### config.mk
export PLATFORM = sky130hd
export DESIGN_NAME = pipeline_ctrl
export DESIGN_NICKNAME = d
export VERILOG_FILES = /design/src/rtl/pipeline_ctrl.sv
export SDC_FILE = /design/constraint.sdc
export NUM_CORES = 1
export LEC_CHECK = 0
export ABC_AREA = 1
export BUFFER_PORTS_ARGS = -buffer_cell sky130_fd_sc_hd__buf_4
export CAP_MARGIN = 30
export CORE_AREA = 2 2 55 57
export CTS_CLUSTER_DIAMETER = 200
export DETAILED_ROUTE_END_ITERATION = 12
export DIE_AREA = 0 0 57 59
export GPL_TIMING_DRIVEN = 0
export PLACE_DENSITY = 0.77
export SYNTH_ARGS = -nofsm -noshare
export SYNTH_HDL_FRONTEND = slang
export SYNTH_SLANG_ARGS = --single-unit
### constraint.sdc
create_clock -name clk -period 2.1 [get_ports clk]
set_input_delay 0.21 -clock clk [delete_from_list [all_inputs] [get_ports clk]]
set_output_delay 0.21 -clock clk [all_outputs]
set_load 0.05 [all_outputs]
### src/rtl/pipeline_ctrl.sv
// Pipeline hazard and stall controller for a five-stage in-order core.
// Handles load-use bubbles, taken-branch flushes, data-memory wait and HALT.
module pipeline_ctrl #(
  parameter int unsigned CNT_W = 16
) (
  input  logic             clk,
  input  logic             rst,
  input  logic [2:0]       ifid_rs,
  input  logic [2:0]       ifid_rt,
  input  logic             ifid_uses_rt,
  input  logic             idex_mem_read,
  input  logic [2:0]       idex_rd,
  input  logic             branch_taken,
  input  logic             mem_busy,
  input  logic             halt_id,
  output logic             pc_en,
  output logic             ifid_en,
  output logic             ifid_flush,
  output logic             idex_flush,
  output logic             back_en,
  output logic             halted,
  output logic [CNT_W-1:0] stall_cnt
);

  typedef enum logic [1:0] {
    RUN     = 2'd0,
    MEMWAIT = 2'd1,
    FLUSH   = 2'd2,
    HALT    = 2'd3
  } state_t;

  localparam logic [CNT_W-1:0] CNT_MAX = '1;

  state_t state;
  state_t state_next;
  logic   luh;

  // Register 0 is hardwired, so a load targeting it never creates a hazard.
  assign luh = idex_mem_read & (idex_rd != 3'd0) &
               ((idex_rd == ifid_rs) | (ifid_uses_rt & (idex_rd == ifid_rt)));

  always_ff @(posedge clk) begin
    if (rst) state <= RUN;
    else     state <= state_next;
  end

  // Flushing IF/ID always drops its enable so the NOP load wins.
  always_comb begin
    pc_en      = 1'b1;
    ifid_en    = 1'b1;
    back_en    = 1'b1;
    ifid_flush = 1'b0;
    idex_flush = 1'b0;
    halted     = 1'b0;
    state_next = state;
    if (!rst) begin
      unique case (state)
        RUN: begin
          if (mem_busy) begin
            pc_en      = 1'b0;
            ifid_en    = 1'b0;
            back_en    = 1'b0;
            state_next = MEMWAIT;
          end else if (branch_taken) begin
            ifid_flush = 1'b1;
            ifid_en    = 1'b0;
            idex_flush = 1'b1;
            state_next = FLUSH;
          end else if (luh) begin
            pc_en      = 1'b0;
            ifid_en    = 1'b0;
            idex_flush = 1'b1;
          end else if (halt_id) begin
            pc_en      = 1'b0;
            ifid_en    = 1'b0;
            state_next = HALT;
          end
        end
        MEMWAIT: begin
          if (mem_busy) begin
            pc_en   = 1'b0;
            ifid_en = 1'b0;
            back_en = 1'b0;
          end else begin
            state_next = RUN;
          end
        end
        FLUSH: begin
          if (mem_busy) begin
            pc_en      = 1'b0;
            ifid_en    = 1'b0;
            back_en    = 1'b0;
            state_next = MEMWAIT;
          end else begin
            ifid_flush = 1'b1;
            ifid_en    = 1'b0;
            state_next = RUN;
          end
        end
        HALT: begin
          pc_en      = 1'b0;
          ifid_en    = 1'b0;
          idex_flush = 1'b1;
          halted     = 1'b1;
        end
        default: state_next = RUN;
      endcase
    end
  end

  // Saturating count of cycles in which the PC did not advance.
  always_ff @(posedge clk) begin
    if (rst) begin
      stall_cnt <= '0;
    end else if (!pc_en && (stall_cnt != CNT_MAX)) begin
      stall_cnt <= stall_cnt + CNT_W'(1);
    end
  end

endmodule

# Yosys cells after proc, flatten, opt, wreduce, memory -nomap -nowiden
# Index checks and enable logic that the tools add are counted.
[op_classes]
muxes = 31
eq_ne = 9
n_bitwise = 4
addsub = 1
n_reduce_logical = 9
[ops]
columns = ["operator", "count"]
rows = [
  ["1-bit 2-to-1 mux", 21],
  ["16-bit by 1-bit adder with 16-bit output, second input constant", 1],
  ["16-bit != test, second input constant", 1],
  ["2-bit 2-to-1 mux", 5],
  ["4-bit != test, second input constant", 2],
  ["3-bit equality test", 2],
  ["1-bit one-hot mux with 3 select lines", 2],
  ["2-bit one-hot mux with 3 select lines", 1],
  ["3-bit nonzero test", 2],
  ["2-bit equality test, second input constant", 2],
  ["1-bit one-hot mux with 2 select lines", 2],
  ["4-bit AND reduction", 1],
  ["2-bit OR reduction", 2],
  ["1-bit bitwise AND", 3],
  ["3-bit OR reduction", 1],
  ["2-bit by 1-bit equality test with 1-bit output, second input constant", 1],
  ["2-bit zero test", 1],
  ["2-bit != test, second input constant", 1],
  ["1-bit logical AND", 1],
  ["1-bit zero test", 1],
  ["1-bit bitwise OR", 1],
]
[totals]
wordCells = 56
ff_bits = 18
input_bits = 16
out_inout_bits = 22

# Logic depth before layout (Yosys ltp)
# Gate-level depths: netlist of the first run.
[depth]
ltp_word = 11
ltp_mapped = 14
mapped_depth_nobuf = 14

# Worst setup path before layout of the first run
# Ideal clock, no wire load.
[synth_timing]
path_kind = "flip-flop to flip-flop"
startpoint = "register stall_cnt[1]"
endpoint = "register stall_cnt[14]"
setup_ps = 67
n_path_buf = 1
path_stages_with_launch = 9
slack_ps = 51
synth_period_minus_slack_ps = 2049
t_required_ps = 2033
arrival_ps = 1981
cell_sequence = "dfxtp_1 > ha_1 > nand2_1 > nor3_4 > nand4_4 > nand3_4 > buf_6 > nand2_1 > a21oi_2"
[synth_between]
elab_chain_cells = 2
elab_cells_between_ends = 3
cone_classes = "add/sub: 1; eq/ne: 1; reduce/logical: 1"
[synth_rtl]
columns = ["item", "line", "text"]
rows = [
  ["start, declared", "22", "output logic [CNT_W-1:0] stall_cnt"],
  ["start signal, assigned", "116", "stall_cnt <= stall_cnt + CNT_W'(1);"],
  ["branches (longest 2 deep; another with 16-bit by 1-bit adder with 16-bit output)", "n/a", ""],
]
# Several ways; the timed one is not identified.
# A chain may end at the register's enable or synchronous reset.

# Final worst setup path of the first run
[layout_timing]
startpoint = "register state[0]"
endpoint = "output port pc_en"
[layout_between]
elab_chain_cells = 4
elab_cells_between_ends = 7
cone_classes = "eq/ne: 3; mux: 2; reduce/logical: 2"
[layout_rtl]
columns = ["item", "line", "text"]
rows = [
  ["start, declared", "34", "state_t state;"],
  ["start signal, assigned", "44", "else state <= state_next;"],
  ["2-bit equality test / 2-bit by 1-bit equality test with 1-bit output (equally long branches)", "57", "unique case (state)"],
  ["2-bit OR reduction (no line)", "n/a", ""],
  ["1-bit one-hot mux with 3 select lines (*)", "57", ""],
  ["1-bit 2-to-1 mux (*)", "56", "if (!rst) begin"],
  ["end, declared", "16", "output logic pc_en,"],
]
# Mark *: on every way between the ends. The rest lies on a longest branch, timed or not.

==> impl_metrics.csv, run 1 <==
group,metric,value,unit
run_status,run_status,"completed",
floorplan,initial_core_util,50.9,%
sta,period_needed,2020,ps
place,numPortBuffers,36,
cells_and_area,layout-area-overhead-vs-synth,26.6,%
drt,drc,0,
worst_setup_path,crit_buf_inv,4,
worst_setup_path,crit_cells,8,
synthesis,ys_seq_area_share,26.1,%
clock_network,clk_pin_slew_worst_paths,100,ps
clock_network,cts_buffer_depth,2,
floorplan,coreArea,0.00271,sq mm
pwr,leakage,0.837,nW
synthesis,synth_cell_type_count,28,
sta,slew_headroom,67.0,%
worst_setup_path,crit_top_cell,"inv_1",
worst_setup_path,r2r_cells,8,
place,place_area,0.00169,sq mm
clock_network,htree_levels,1,
cells_and_area,finish.net_count,273,
global_routing,grt-ovfl-total,0,
drt,vias,1460,
worst_setup_path,cp.required,1890,ps
sta,slew_violations,0,
synthesis,yosys_warnings,0,
floorplan,fp.dieW,57,um
pwr,max-vdd-ir-drop,0.000494,V
floorplan,die_area,0.00336,sq mm
place,detailed_place_hpwl,2.36,mm
sta,worst_pin_slew,495,ps
cells_and_area,final_util,64.4,%
floorplan,fp.dieH,59,um
sta,period_share,96.2,%
sta,fmax,495,MHz
hold_path,worstHoldPathCells,2,
cells_and_area,final_cell_mix,"nand2_1 (62), buf_4 (37), inv_1 (21)",
sta,tns,0,ps
sta,setup_viol,0,
worst_setup_path,startpoint_type,"flop",
clock_network,numCtsBuffers,3,
drt,wl,3.21,mm
sta,finalHoldViolCount,0,
worst_setup_path,crit_type,"flop to output port",
worst_setup_path,max_stage_delay,380,ps
clock_network,cts.sinks,18,
global_routing,grt_pass1_wl,5.09,mm
cells_and_area,layout_commonest_cell,"nand2_1",
hold_path,hp-class,"primary input to flop",
sta,hold_slack,244,ps
pwr,totalPowerFinal,1.21,mW
clock_network,cts_hold_buf,0,
global_routing,grt_util_all_layers,18.9,%
worst_setup_path,cp_max_fo,10,
floorplan,rows,19,
clock_network,clock_latency,300,ps
worst_setup_path,cp.arrival,1810,ps
worst_setup_path,cp_cell_sequence,"inv_1, ha_2, inv_1, a21oi_1, nand2_2, buf_4, nand2_1, buf_6",
worst_setup_path,critical-path-top-delay-family,"buffers and inverters",
pwr,powerDensity,693,mW/mm^2
synthesis,syn_nets,231,
sta,rsz0062_at_grt,"false",
drt,routed_via_density,5.20,
cells_and_area,n_antenna_cell,0,
drt,ant_nets,0,
cells_and_area,drive_gt1_share,23.2,%
global_routing,antenna_found_initial,0,
global_routing,grt_pass1_vias,1237,
cells_and_area,final_cell_area,0.00175,sq mm
floorplan,pin_count,38,
worst_setup_path,cp-end-kind,"output port",
drt,wl_per_cell,11.4,um
drt,first_iter_violations,28,
drt,first_pass_iters,4,
synthesis,syn_inst,209,
place,place_congestion,0.845,
sta,fin_skew,5.66,ps
synthesis,yosys-top-cells-area,"dfxtp_1 (26%), nand2_1 (17%), nand4_1 (7.3%)",
job,cap_viol_max_count,0,
synthesis,synth_seq_cells,18,
clock_network,cts_tree,"yes",
global_routing,grt_max_degree,11,
synthesis,yosys.area.top_type,"dfxtp_1",
synthesis,netlist_area,0.00138,sq mm
synthesis,synth_top_area_share,26.1,%
clock_network,cts_root_buf,"clkbuf_4",
synthesis,syn_area_per_cell,6.60,sq um
worst_setup_path,crit_path_top_delay_cell,"dfxtp_4",
==> state kept, by name, indices dropped and copies added (netlist names) <==
name and count:
state 2, stall_cnt 16
==> worst register-to-register path, stage by stage, from the launching register on <==
cell     delay [ps]
dfxtp_1         400
ha_1            200
nand2_1         110
nor3_4          320
nand4_4         190
nand3_4         190
buf_6           160
nand2_1          70
a21oi_2         110
==> repair_timing <==
item	in CTS	in global routing
resized for setup	3	3
setup buffers	1	0
pin swaps	1	0
setup endpoints to repair	1	1
hold endpoints to repair	0	0
==> metrics by stage <==
step                setup slack, ps  instances
global route                   9.87        281
CTS                            79.1        281
finish                         79.8        281
floorplan                      51.3        209
global placement                261        276
detailed placement              242        276
==> final cells by class <==
class                           count  area [sq um]
Sequential cell                    18           365
Multi-Input combinational cell    160           892
Tap cell                           31          38.8
Inverter                           23          86.3
Fill cell                         258           965
Clock buffer                        4          36.3
Timing Repair Buffer               37           282
Buffer                              8          45.0
==> power breakdown <==
part	internal, mW	switching [mW]
combinational	0.199	0.380
sequential	0.379	0.0338
clock	0.106	0.113
==> cell usage after synthesis <==
cell      number
nand4_4        1
nand3b_1       1
inv_1         21
xor2_1         9
ha_1           6
o21ai_1        1
nand2_2        1
nand3_4        1
a21oi_1       18
xnor2_1        5
buf_2          3
o21ai_0        3
nor3_4         1
buf_6          1
nand2_1       62
dfxtp_1       18
nand4_1       16
a211oi_1       1
clkbuf_1       3
nand3_1        8
nor4_4         1
a32oi_1        1
nor4_1         1
buf_4          1
a21oi_2        1
a31oi_1        1
inv_2          2
nor2_1        21
==> per-layer routing <==
layer / track usage (%) / routed length (um) / up-vias
met5: 0 / 0 / -
met4: 8.31 / 39 / 0
met3: 2.84 / 173 / 5
met2: 32.2 / 1520 / 38
met1: 23.8 / 1480 / 653
li1: - / - / 764
==> cell families after synthesis <==
kind of cell    Yosys count  synth area share (%)
compound gates           26                  10.3
xor+xnor                 14                  8.89
flops                    18                  26.1
simple gates            114                  39.7
buf+inv                  31                  9.53
fa+ha+maj                 6                  5.44
==> worst paths after layout <==
kind,from,to,slack [ps]
setup / recovery,state[0],pc_en,80
hold / removal,rst,stall_cnt[4],240
setup reg to reg,stall_cnt[1],stall_cnt[14],320
hold reg to reg,stall_cnt[3],stall_cnt[3],510
(Power assumes the default switching activity.)
==> run 2: changes to the inputs <==
- SETUP_SLACK_MARGIN: unset -> 0.15
==> impl_metrics.csv, run 2 (same netlist as run 1, synthesis figures left out) <==
group,metric,value,unit
run_status,run_status,"completed",
sta,tns,0,ps
worst_setup_path,cp_cell_sequence,"inv_2, ha_4, inv_1, a21oi_2, nand2_2, buf_6, nand2_1, buf_6",
clock_network,cts_buffer_depth,2,
pwr,max-vdd-ir-drop,0.000633,V
clock_network,cts_tree,"yes",
worst_setup_path,critical-path-top-delay-family,"buffers and inverters",
floorplan,fp.dieW,57,um
global_routing,grt_pass1_wl,5.54,mm
sta,fmax,546,MHz
sta,setup_viol,0,
global_routing,grt_pass1_vias,1344,
worst_setup_path,cp-end-kind,"output port",
cells_and_area,finish.net_count,275,
sta,fin_skew,14.5,ps
cells_and_area,final_cell_area,0.00178,sq mm
sta,slew_headroom,65.3,%
sta,rsz0062_at_grt,"false",
clock_network,cts.sinks,18,
cells_and_area,layout-area-overhead-vs-synth,28.9,%
clock_network,cts_root_buf,"clkbuf_4",
drt,drc,0,
cells_and_area,fillers,272,
drt,first_pass_iters,4,
sta,period_share,87.2,%
pwr,powerDensity,721,mW/mm^2
cells_and_area,reg_top3,"stall_cnt x16, state x2",
pwr,totalPowerFinal,1.28,mW
clock_network,htree_levels,1,
worst_setup_path,rrSetupSlack,340,ps
place,place_area,0.00169,sq mm
cells_and_area,drive_gt1_share,25.8,%
cells_and_area,final_cell_mix,"nand2_1 (62), buf_4 (38), nor2_1 (20)",
global_routing,grt_max_degree,11,
cells_and_area,largest_reg_flops,16,
global_routing,grt-ovfl-total,0,
place,place_congestion,0.870,
sta,hold_slack,225,ps
worst_setup_path,cp.required,1890,ps
clock_network,clk_pin_slew_worst_paths,120,ps
hold_path,hp-class,"primary input to flop",
worst_setup_path,startpoint_type,"flop",
worst_setup_path,cp.arrival,1620,ps
sta,slew_violations,0,
drt,routed_via_density,5.29,
global_routing,antenna_found_initial,0,
cells_and_area,layout_commonest_cell,"nand2_1",
worst_setup_path,crit_path_top_delay_cell,"dfxtp_2",
sta,worst_pin_slew,520,ps
pwr,leakage,0.851,nW
floorplan,rows,19,
sta,finalHoldViolCount,0,
clock_network,cts_hold_buf,0,
worst_setup_path,crit_type,"flop to output port",
worst_setup_path,crit_top_cell,"buf_6",
sta,period_needed,1830,ps
floorplan,die_area,0.00336,sq mm
floorplan,coreArea,0.00271,sq mm
clock_network,clock_latency,300,ps
clock_network,numCtsBuffers,3,
cells_and_area,final_util,65.6,%
place,detailed_place_hpwl,2.47,mm
floorplan,fp.dieH,59,um
drt,first_iter_violations,36,
floorplan,initial_core_util,50.9,%
worst_setup_path,max_stage_delay,350,ps
drt,wl_per_cell,11.9,um
global_routing,grt_util_all_layers,20.6,%
drt,wl,3.37,mm
floorplan,pin_count,38,
place,numPortBuffers,36,
worst_setup_path,crit_buf_inv,4,
cells_and_area,top_register,"stall_cnt",
job,cap_viol_max_count,0,
cells_and_area,n_antenna_cell,0,
drt,vias,1498,
worst_setup_path,cp_max_fo,10,
drt,ant_nets,0,
run 2: layout make-up:
cell class / count / area [sq um] / area share (%)
multi-input combinational: 160 / 906 / 50.9
sequential: 18 / 365 / 20.5
timing repair buffer: 39 / 297 / 16.7
inverter: 23 / 86.3 / 4.86
buffer: 8 / 48.8 / 2.74
tap: 31 / 38.8 / 2.18
clock buffer: 4 / 36.3 / 2.04
run 2: per-stage QoR:
step                cells  worst slack [ps]
detailed placement    276               257
CTS                   283               153
floorplan             209               183
finish                283               269
global route          283               171
global placement      276               261
run 2: power by group:
group	leakage (nW)	total (mW)	internal, mW	switching (mW)
sequential	0.147	0.404	0.378	0.0258
clock	0.0210	0.220	0.106	0.115
combinational	0.683	0.656	0.245	0.412
total	0.851	1.28	0.729	0.552
run 2: final timing paths:
path,startpoint,end,cells after the start
min,rst,stall_cnt[15],2
min reg2reg,stall_cnt[1],stall_cnt[1],2
max,state[0],pc_en,8
max reg2reg,stall_cnt[0],stall_cnt[14],8
run 2: repair_timing:
action / 4_1_cts / 5_1_grt
buffers inserted: 3 / 0
resized for setup: 3 / 7
setup endpoints to repair: 1 / 1
pin swaps: 1 / 1
run 2: layer usage:
metal / up-vias / track usage, % / wire length, um
met3: 4 / 4.80 / 160
met1: 686 / 24.7 / 1480
met2: 37 / 36.8 / 1700
met4: 0 / 5.98 / 26
met5: - / 0 / 0
li1: 771 / - / -
